--- src/rtl/cycle_sequencer_pkg.sv ---
// Shared definitions for the instruction-cycle sequencer: state encoding
// (also shown on the debug LEDs) and default divider constants.
package cycle_sequencer_pkg;

  typedef enum logic [1:0] {
    ST_RUN  = 2'b00,
    ST_STEP = 2'b01,
    ST_HALT = 2'b10
  } seq_state_t;

  localparam int DEFAULT_SLOW_MAX  = 15;
  localparam int DEFAULT_FAST_MAX  = 3;
  localparam int DEFAULT_CNT_WIDTH = 24;

endpackage

--- src/rtl/cycle_sequencer_edge_pulse.sv ---
// Two-flop synchroniser plus history flop that turns a raw, already
// debounced button level into a single-cycle pulse per press.
module cycle_sequencer_edge_pulse (
  input  logic clock,
  input  logic reset,
  input  logic raw,
  output logic pulse
);

  logic sync_a;
  logic sync_b;
  logic hist;

  // Bring the button into the clock domain and remember the previous level
  always_ff @(posedge clock) begin
    if (reset) begin
      sync_a <= 1'b0;
      sync_b <= 1'b0;
      hist   <= 1'b0;
    end else begin
      sync_a <= raw;
      sync_b <= sync_a;
      hist   <= sync_b;
    end
  end

  assign pulse = sync_b & ~hist;

endmodule

--- src/rtl/cycle_sequencer.sv ---
// Instruction-cycle controller: produces the one-cycle Go strobe for the CPU
// in free-running, single-step or halted operation.
module cycle_sequencer
  import cycle_sequencer_pkg::*;
#(
  parameter int SlowMax  = DEFAULT_SLOW_MAX,
  parameter int FastMax  = DEFAULT_FAST_MAX,
  parameter int CntWidth = DEFAULT_CNT_WIDTH
) (
  input  logic       Clock,
  input  logic       Reset,
  input  logic       Turbo,
  input  logic       StepMode,
  input  logic       StepBtn,
  input  logic       ResumeBtn,
  input  logic       Halt,
  output logic       Go,
  output logic [1:0] State,
  output logic [7:0] CycleCount
);

  localparam logic [CntWidth-1:0] SLOW_MAX_C = CntWidth'(SlowMax);
  localparam logic [CntWidth-1:0] FAST_MAX_C = CntWidth'(FastMax);

  logic [CntWidth-1:0] cnt;
  logic [CntWidth-1:0] cnt_next;
  logic [CntWidth-1:0] max_sel;
  logic                tick;
  logic                step_pulse;
  logic                resume_pulse;
  logic                go;
  logic [7:0]          cycle_count;
  seq_state_t          state;

  cycle_sequencer_edge_pulse u_step_pulse (
    .clock (Clock),
    .reset (Reset),
    .raw   (StepBtn),
    .pulse (step_pulse)
  );

  cycle_sequencer_edge_pulse u_resume_pulse (
    .clock (Clock),
    .reset (Reset),
    .raw   (ResumeBtn),
    .pulse (resume_pulse)
  );

  // Next divider value; >= makes a count above a freshly lowered limit wrap at once
  always_comb begin
    max_sel  = Turbo ? FAST_MAX_C : SLOW_MAX_C;
    cnt_next = (cnt >= max_sel) ? '0 : cnt + CntWidth'(1);
    tick     = (cnt_next == '0);
  end

  // Divider register, free-running in every state
  always_ff @(posedge Clock) begin
    if (Reset) begin
      cnt <= CntWidth'(1);
    end else begin
      cnt <= cnt_next;
    end
  end

  // Mode FSM with registered Go; Go is never allowed two cycles in a row
  always_ff @(posedge Clock) begin
    if (Reset) begin
      state       <= ST_RUN;
      go          <= 1'b0;
      cycle_count <= 8'd0;
    end else begin
      case (state)
        ST_RUN: begin
          if (Halt && !go) begin
            state <= ST_HALT;
            go    <= 1'b0;
          end else if (StepMode) begin
            state <= ST_STEP;
            go    <= 1'b0;
          end else begin
            go <= tick && !go;
            if (tick && !go) begin
              cycle_count <= cycle_count + 8'd1;
            end
          end
        end
        ST_STEP: begin
          if (Halt && !go) begin
            state <= ST_HALT;
            go    <= 1'b0;
          end else begin
            go <= step_pulse && !go;
            if (step_pulse && !go) begin
              cycle_count <= cycle_count + 8'd1;
            end
            if (!StepMode) begin
              state <= ST_RUN;
            end
          end
        end
        ST_HALT: begin
          if (resume_pulse) begin
            go          <= 1'b1;
            cycle_count <= cycle_count + 8'd1;
            state       <= StepMode ? ST_STEP : ST_RUN;
          end else begin
            go <= 1'b0;
          end
        end
        default: begin
          state <= ST_RUN;
          go    <= 1'b0;
        end
      endcase
    end
  end

  assign Go         = go;
  assign State      = state;
  assign CycleCount = cycle_count;

endmodule

--- config.mk ---
export PLATFORM = sky130hd
export DESIGN_NAME = cycle_sequencer
export DESIGN_NICKNAME = d
export VERILOG_FILES = /design/src/rtl/cycle_sequencer_pkg.sv /design/src/rtl/cycle_sequencer_edge_pulse.sv /design/src/rtl/cycle_sequencer.sv
export SDC_FILE = /design/constraint.sdc
export NUM_CORES = 1
export LEC_CHECK = 0
export ABC_AREA = 1
export CAP_MARGIN = 20
export CORE_UTILIZATION = 40
export CTS_CLUSTER_SIZE = 20
export DETAILED_ROUTE_END_ITERATION = 7
export PLACE_DENSITY = 0.62
export SYNTH_ARGS = -nofsm -noshare
export SYNTH_HDL_FRONTEND = slang
export SYNTH_SLANG_ARGS = --single-unit
--- constraint.sdc ---
create_clock -name Clock -period 1.8 [get_ports Clock]
set_input_delay 0.18 -clock Clock [delete_from_list [all_inputs] [get_ports Clock]]
set_output_delay 0.18 -clock Clock [all_outputs]
set_load 0.01 [all_outputs]
# After elaboration in Yosys (flattened, before gate mapping)
# Cells that the tools add are included.
dict set report word_totals {
  regBits 41
  in_bits 7
  output_inout_bits 11
  wordCells 57
}
dict set report classes {
  n_addsub 2
  n_lt_le_gt_ge 1
  eq_ne 10
  n_mux 21
  bitwise 4
  reduce_logical 9
}
# cell count
set op_table {}
lappend op_table {{$mux 8} 6}
lappend op_table {{$add 24x1->24 const B} 1}
lappend op_table {{$ge 24x4->1} 1}
lappend op_table {{$logic_not 24->1} 1}
lappend op_table {{$mux 24} 1}
lappend op_table {{$pmux 8 s3} 1}
lappend op_table {{$ne 2x2->1 const B} 6}
lappend op_table {{$mux 2} 5}
lappend op_table {{$add 8x1->8 const B} 1}
lappend op_table {{$reduce_and 7->1} 1}
lappend op_table {{$ne 3x3->1 const B} 2}
lappend op_table {{$pmux 2 s3} 1}
lappend op_table {{$mux 1} 5}
lappend op_table {{$mux 4} 1}
lappend op_table {{$logic_and 1x1->1} 3}
lappend op_table {{$pmux 1 s3} 1}
lappend op_table {{$reduce_and 3->1} 1}
lappend op_table {{$reduce_bool 3->1} 1}
lappend op_table {{$and 1x1->1} 2}
lappend op_table {{$eq 2x1->1 const B} 1}
lappend op_table {{$eq 2x2->1 const B} 1}
lappend op_table {{$logic_not 2->1} 1}
lappend op_table {{$not 1->1} 2}
lappend op_table {{$logic_not 1->1} 1}

# Longest topological paths before layout
dict set report depth {
  ltp_word 9
  ltp_mapped 12
}

# Hierarchy
# A second synthesis with hierarchy kept.
dict set report hier_totals {
  hier_cells 175
  area_unflattened_um2 1534.0
}
# mod n_inst cells_per_inst area_per_inst_um2 seq_area_each_um2
set modules_own_cells {}
lappend modules_own_cells {cycle_sequencer 1 155 1361.3 700.7}
lappend modules_own_cells {cycle_sequencer_edge_pulse 2 10 86.3 60.1}

# Worst setup path before layout
# Ideal clock, no wire load.
dict set report synth_path {
  path_kind {reg2reg}
  from {register cnt[2]}
  to {register cycle_count[0] (netlist: CycleCount[0])}
  setup_ps 112
  arrival_time_ps 1498
  required_time_ps 1688
  slack_ps 190
  path_stages_with_launch 13
  period_less_slack_ps 1610
  path_cell_list {dfxtp_1 ha_1 nand2_1 nand2_1 nand2_1 nand2_2 nor2_8 a21oi_2 nand3_2 nand2_4 nand2_4 nor2_2 nor2_2}
}
dict set report synth_via {
  elab_chain_len 6
  elab_cells_between_ends 7
  cone_classes {add/sub: 1; order compare: 1; eq/ne: 1; mux: 1; reduce/logical: 3}
}
# item line
set synth_lines {}
lappend synth_lines {{from (decl)} cycle_sequencer.sv:25} ;# logic [CntWidth-1:0] cnt;
lappend synth_lines {{from (signal assigned)} cycle_sequencer.sv:59} ;# cnt <= CntWidth'(1);
lappend synth_lines {{from (signal assigned)} cycle_sequencer.sv:61} ;# cnt <= cnt_next;
lappend synth_lines {{$add 24x1->24 or $ge 24x4->1 (tied branches)} cycle_sequencer.sv:52} ;# cnt_next = (cnt >= max_sel) ? '0 : cnt + CntWidth'(1);
lappend synth_lines {{$mux 24 (*)} cycle_sequencer.sv:52}
lappend synth_lines {{$logic_not 24->1 (*)} cycle_sequencer.sv:53} ;# tick = (cnt_next == '0);
lappend synth_lines {{$logic_and 1x1->1 (*)} cycle_sequencer.sv:82} ;# if (tick && !go) begin
lappend synth_lines {{$ne 2x2->1 (no line) (*)} -}
lappend synth_lines {{$reduce_and 7->1 (no line) (*)} -}
lappend synth_lines {{to (signal assigned)} cycle_sequencer.sv:83} ;# cycle_count <= cycle_count + 8'd1;
lappend synth_lines {{to (signal assigned)} cycle_sequencer.sv:94} ;# cycle_count <= cycle_count + 8'd1;
lappend synth_lines {{to (signal assigned)} cycle_sequencer.sv:104} ;# cycle_count <= cycle_count + 8'd1;
lappend synth_lines {{to (decl)} cycle_sequencer.sv:32} ;# logic [7:0] cycle_count;
# Every way passes the cells marked *; elsewhere a longest branch is shown, timed or not.
# A chain may end at the register's enable or synchronous reset.

# Final worst setup path
dict set report layout_path {
  from {register cnt[0]}
  to {register cycle_count[1] (netlist: CycleCount[1])}
}
# Same word-level chain as after synthesis.

==> out/metrics.yaml <==
cts:
  path_clk_slew_ns: 0.08
  insertion_delay_ns: 0.28
  hold_buffers: 0
  cts_buffers: 5
  post_cts_buffers: 0
  clockBufferDepth: 2
  cts-root-buf: "clkbuf_8"
  htreeDepth: 2
  cts_resized: 0
  clock-sinks: 41
  cts_tree: "yes"
final_layout:
  syn_to_final_growth_pct: 28.07
  num_antenna_cells: 0
  final_area_um2: 2049
  drive_gt1_frac: 0.1542
  final_nets: 237
  fill_cells: 368
  final_cells: 275
critical_path:
  path_buf_inv: 1
  startpoint_type: "flip-flop"
  rr_worst_depth: 10
  worstSetupEndpointType: "flip-flop"
  cp.required_ns: 1.98
  crit_chain: "ha_2 > nand3_1 > xor2_2 > inv_2 > a21oi_4 > nand3_2 > nand2_4 > nand2_4 > nor2_2 > nor2_2"
  rrSetupSlack_ns: 0.14
  worst_path_max_delay_cell: "dfxtp_1"
  reg2reg_to: "CycleCount[1]"
  crit_path_max_incr_delay_ns: 0.38
  path_max_fanout: 7
  path_class: "reg2reg"
  crit_family: "simple AND/OR/NAND/NOR gates"
  r2r_start: "cnt[0]"
  cp.arrival_ns: 1.84
synthesis:
  syn_inst: 182
  ys_seq_area_frac: 0.5129
  netlist_top_cells_count: "41 x dfxtp_1, 25 x nor2_1, 19 x inv_1, 19 x nand2_1, 18 x nand3_1"
  synth.area.top_cells: "dfxtp_1 51%, nor2_1 5.9%, nand3_1 5.6%, inv_1 4.5%, nand2_1 4.5%"
  synth_edf_count: 0
  synth_cell_types: 31
  syn_area_per_cell_um2: 8.793
  synth_top_area_frac: 0.5129
  yosysWarnings: 0
  yosysMostFrequentCell: "dfxtp_1"
  yosys.area.top_type: "dfxtp_1"
  asyncSetResetFlopFracSynth: 0
  synth.cell_area_um2: 1600
  ys.flop_type: "dfxtp_1"
  ys_ff_latch: 41
place:
  gp_congestion: 0.8375
  hpwl_um: 1877
  dp_cells: 267
  portBuffers: 17
  place_area_um2: 1921
  pre_cts_ws_ns: -0.1993
route:
  drtIter0Drc: 106
  num_vias: 1220
  wl_per_cell_um: 9.193
  drcViolationCount: 0
  via_per_inst: 4.436
  dr.pass1.iters: 6
  routed_wirelength_um: 2528
  antenna_left: 0
timing:
  setup_ws_ns: 0.1418
  fin_skew_ns: 0.005208
  period_share: 0.9212
  setup_violations: 0
  fmax_ghz: 0.6030
  finalHoldViolCount: 0
  maxSlewViolCount: 0
  fin_crit_ns: 1.658
  final.setup.tns_ns: 0
run_status:
  status: "finished, final reports clean"
die:
  die_h_um: 65.25
  die_area_um2: 4258
  core_um2: 3744
  start_util: 0.4275
  die_w_um: 65.25
  io_pins: 18
  rows: 22
global_route:
  grt_max_degree: 14
  grt_pass1_wl_um: 4726
  grt_pass1_vias: 1154
  grtUsageMet1: 0.1703
  grt.busiest_layer: "met2"
  grtUsageMet3: 0.03819
  grt_usage: 0.1445
  antenna_found_initial: 0
  grt_overflow: 0
  met2_usage: 0.2397
min_path:
  min_to: "u_step_pulse.sync_b"
  hold_class: "reg2reg"
  holdCritStartpoint: "u_step_pulse.sync_a"
  holdPathStages: 2
power_and_ir_drop:
  total_leakage_power_nw: 0.9011
  vdd_drop_max_mv: 0.6225
  powerDensity_nw_per_um2: 1011
  fin_total_pwr_w: 0.002072
flow_run:
  drv_cap: 0
kinds of logic after synthesis:
logic type	after synthesis	synth area share
flip-flops	41	0.5129
adder cells (fa/ha/maj)	4	0.03128
AND/OR/NAND/NOR	81	0.2690
XOR/XNOR	9	0.04926
buffers and inverters	26	0.06099
AO/OA/AOI/OAI	20	0.07429
other	1	0.002343
metrics by stage:
step / util / hold slack (ns)
final: 0.5475 / 0.4003
after global routing: 0.5475 / 0.4151
after CTS: 0.5428 / 0.3995
after detailed placement: 0.5130 / 0.3956
after global placement: 0.5130 / 0.3927
after floorplan: - / 0.2870
final cells by class:
cell class	instances	area, µm²	share of cell area
clock buffers	6	72.57	0.03541
clock inverters	2	38.79	0.01893
inverters	24	90.09	0.04396
multi-input cells	133	767.0	0.3742
flip-flops and latches	41	820.8	0.4005
well taps	48	60.06	0.02930
repair buffers	21	200.2	0.09768
cells in the final DEF (no fill, tap or decap):
master	n
dfxtp_1	41
a21oi_1	10
nand2_4	2
nand4_4	1
ha_1	3
nor2_1	25
nor2_8	1
nor3_2	1
clkbuf_1	1
o31ai_1	1
bufinv_16	1
a21oi_4	1
clkinv_4	1
a31oi_1	3
buf_4	4
o22ai_1	1
clkbuf_8	5
nand3b_1	1
inv_2	5
nand3_2	1
nand2_1	19
o21ai_2	2
nand4_1	1
nor2_2	6
nor4_1	1
xor2_2	1
nand2_2	1
nor3_4	1
nor3_1	1
conb_1	19
ha_2	1
or2_1	1
xor2_1	6
xnor2_1	2
o21ai_0	2
clkdlybuf4s50_1	17
nand3_1	18
inv_1	19
power breakdown:
| part | leakage (nW) | switching [W] | internal [W] |
|---|---|---|---|
| Combinational | 0.506 | 0.000209 | 0.000148 |
| Sequential | 0.340 | 0.0000401 | 0.000962 |
| Clock | 0.0554 | 0.000298 | 0.000416 |
worst reg2reg max path: stages, from the launching register on:
cell and delay [ns]:
dfxtp_1 0.38, ha_2 0.22, nand3_1 0.11, xor2_2 0.18, inv_2 0.07, a21oi_4 0.18, nand3_2 0.10, nand2_4 0.12
nand2_4 0.07, nor2_2 0.10, nor2_2 0.04
worst max path at each step:
stage,start,to,depth (start not counted)
floorplan,cnt[2],CycleCount[0],12
global placement,Turbo,CycleCount[1],13
detailed placement,Turbo,CycleCount[0],13
CTS,cnt[0],CycleCount[1],10
global route,cnt[0],CycleCount[6],9
finish,cnt[0],CycleCount[1],10
state kept, by name, indices dropped and copies added, names as in the netlist:
name / count
State: 2
u_step_pulse.sync_a: 1
u_resume_pulse.sync_b: 1
CycleCount: 8
u_resume_pulse.sync_a: 1
u_resume_pulse.hist: 1
u_step_pulse.sync_b: 1
Go: 1
cnt: 24
u_step_pulse.hist: 1
metal layers:
metal | vias to the layer above | wire length [µm]
met1 | 543 | 1212
met5 | - | 0
met4 | 0 | 47
met2 | 24 | 1163
met3 | 5 | 105
li1 | 648 | -
No activity file was read; power rests on OpenSTA's default activity.
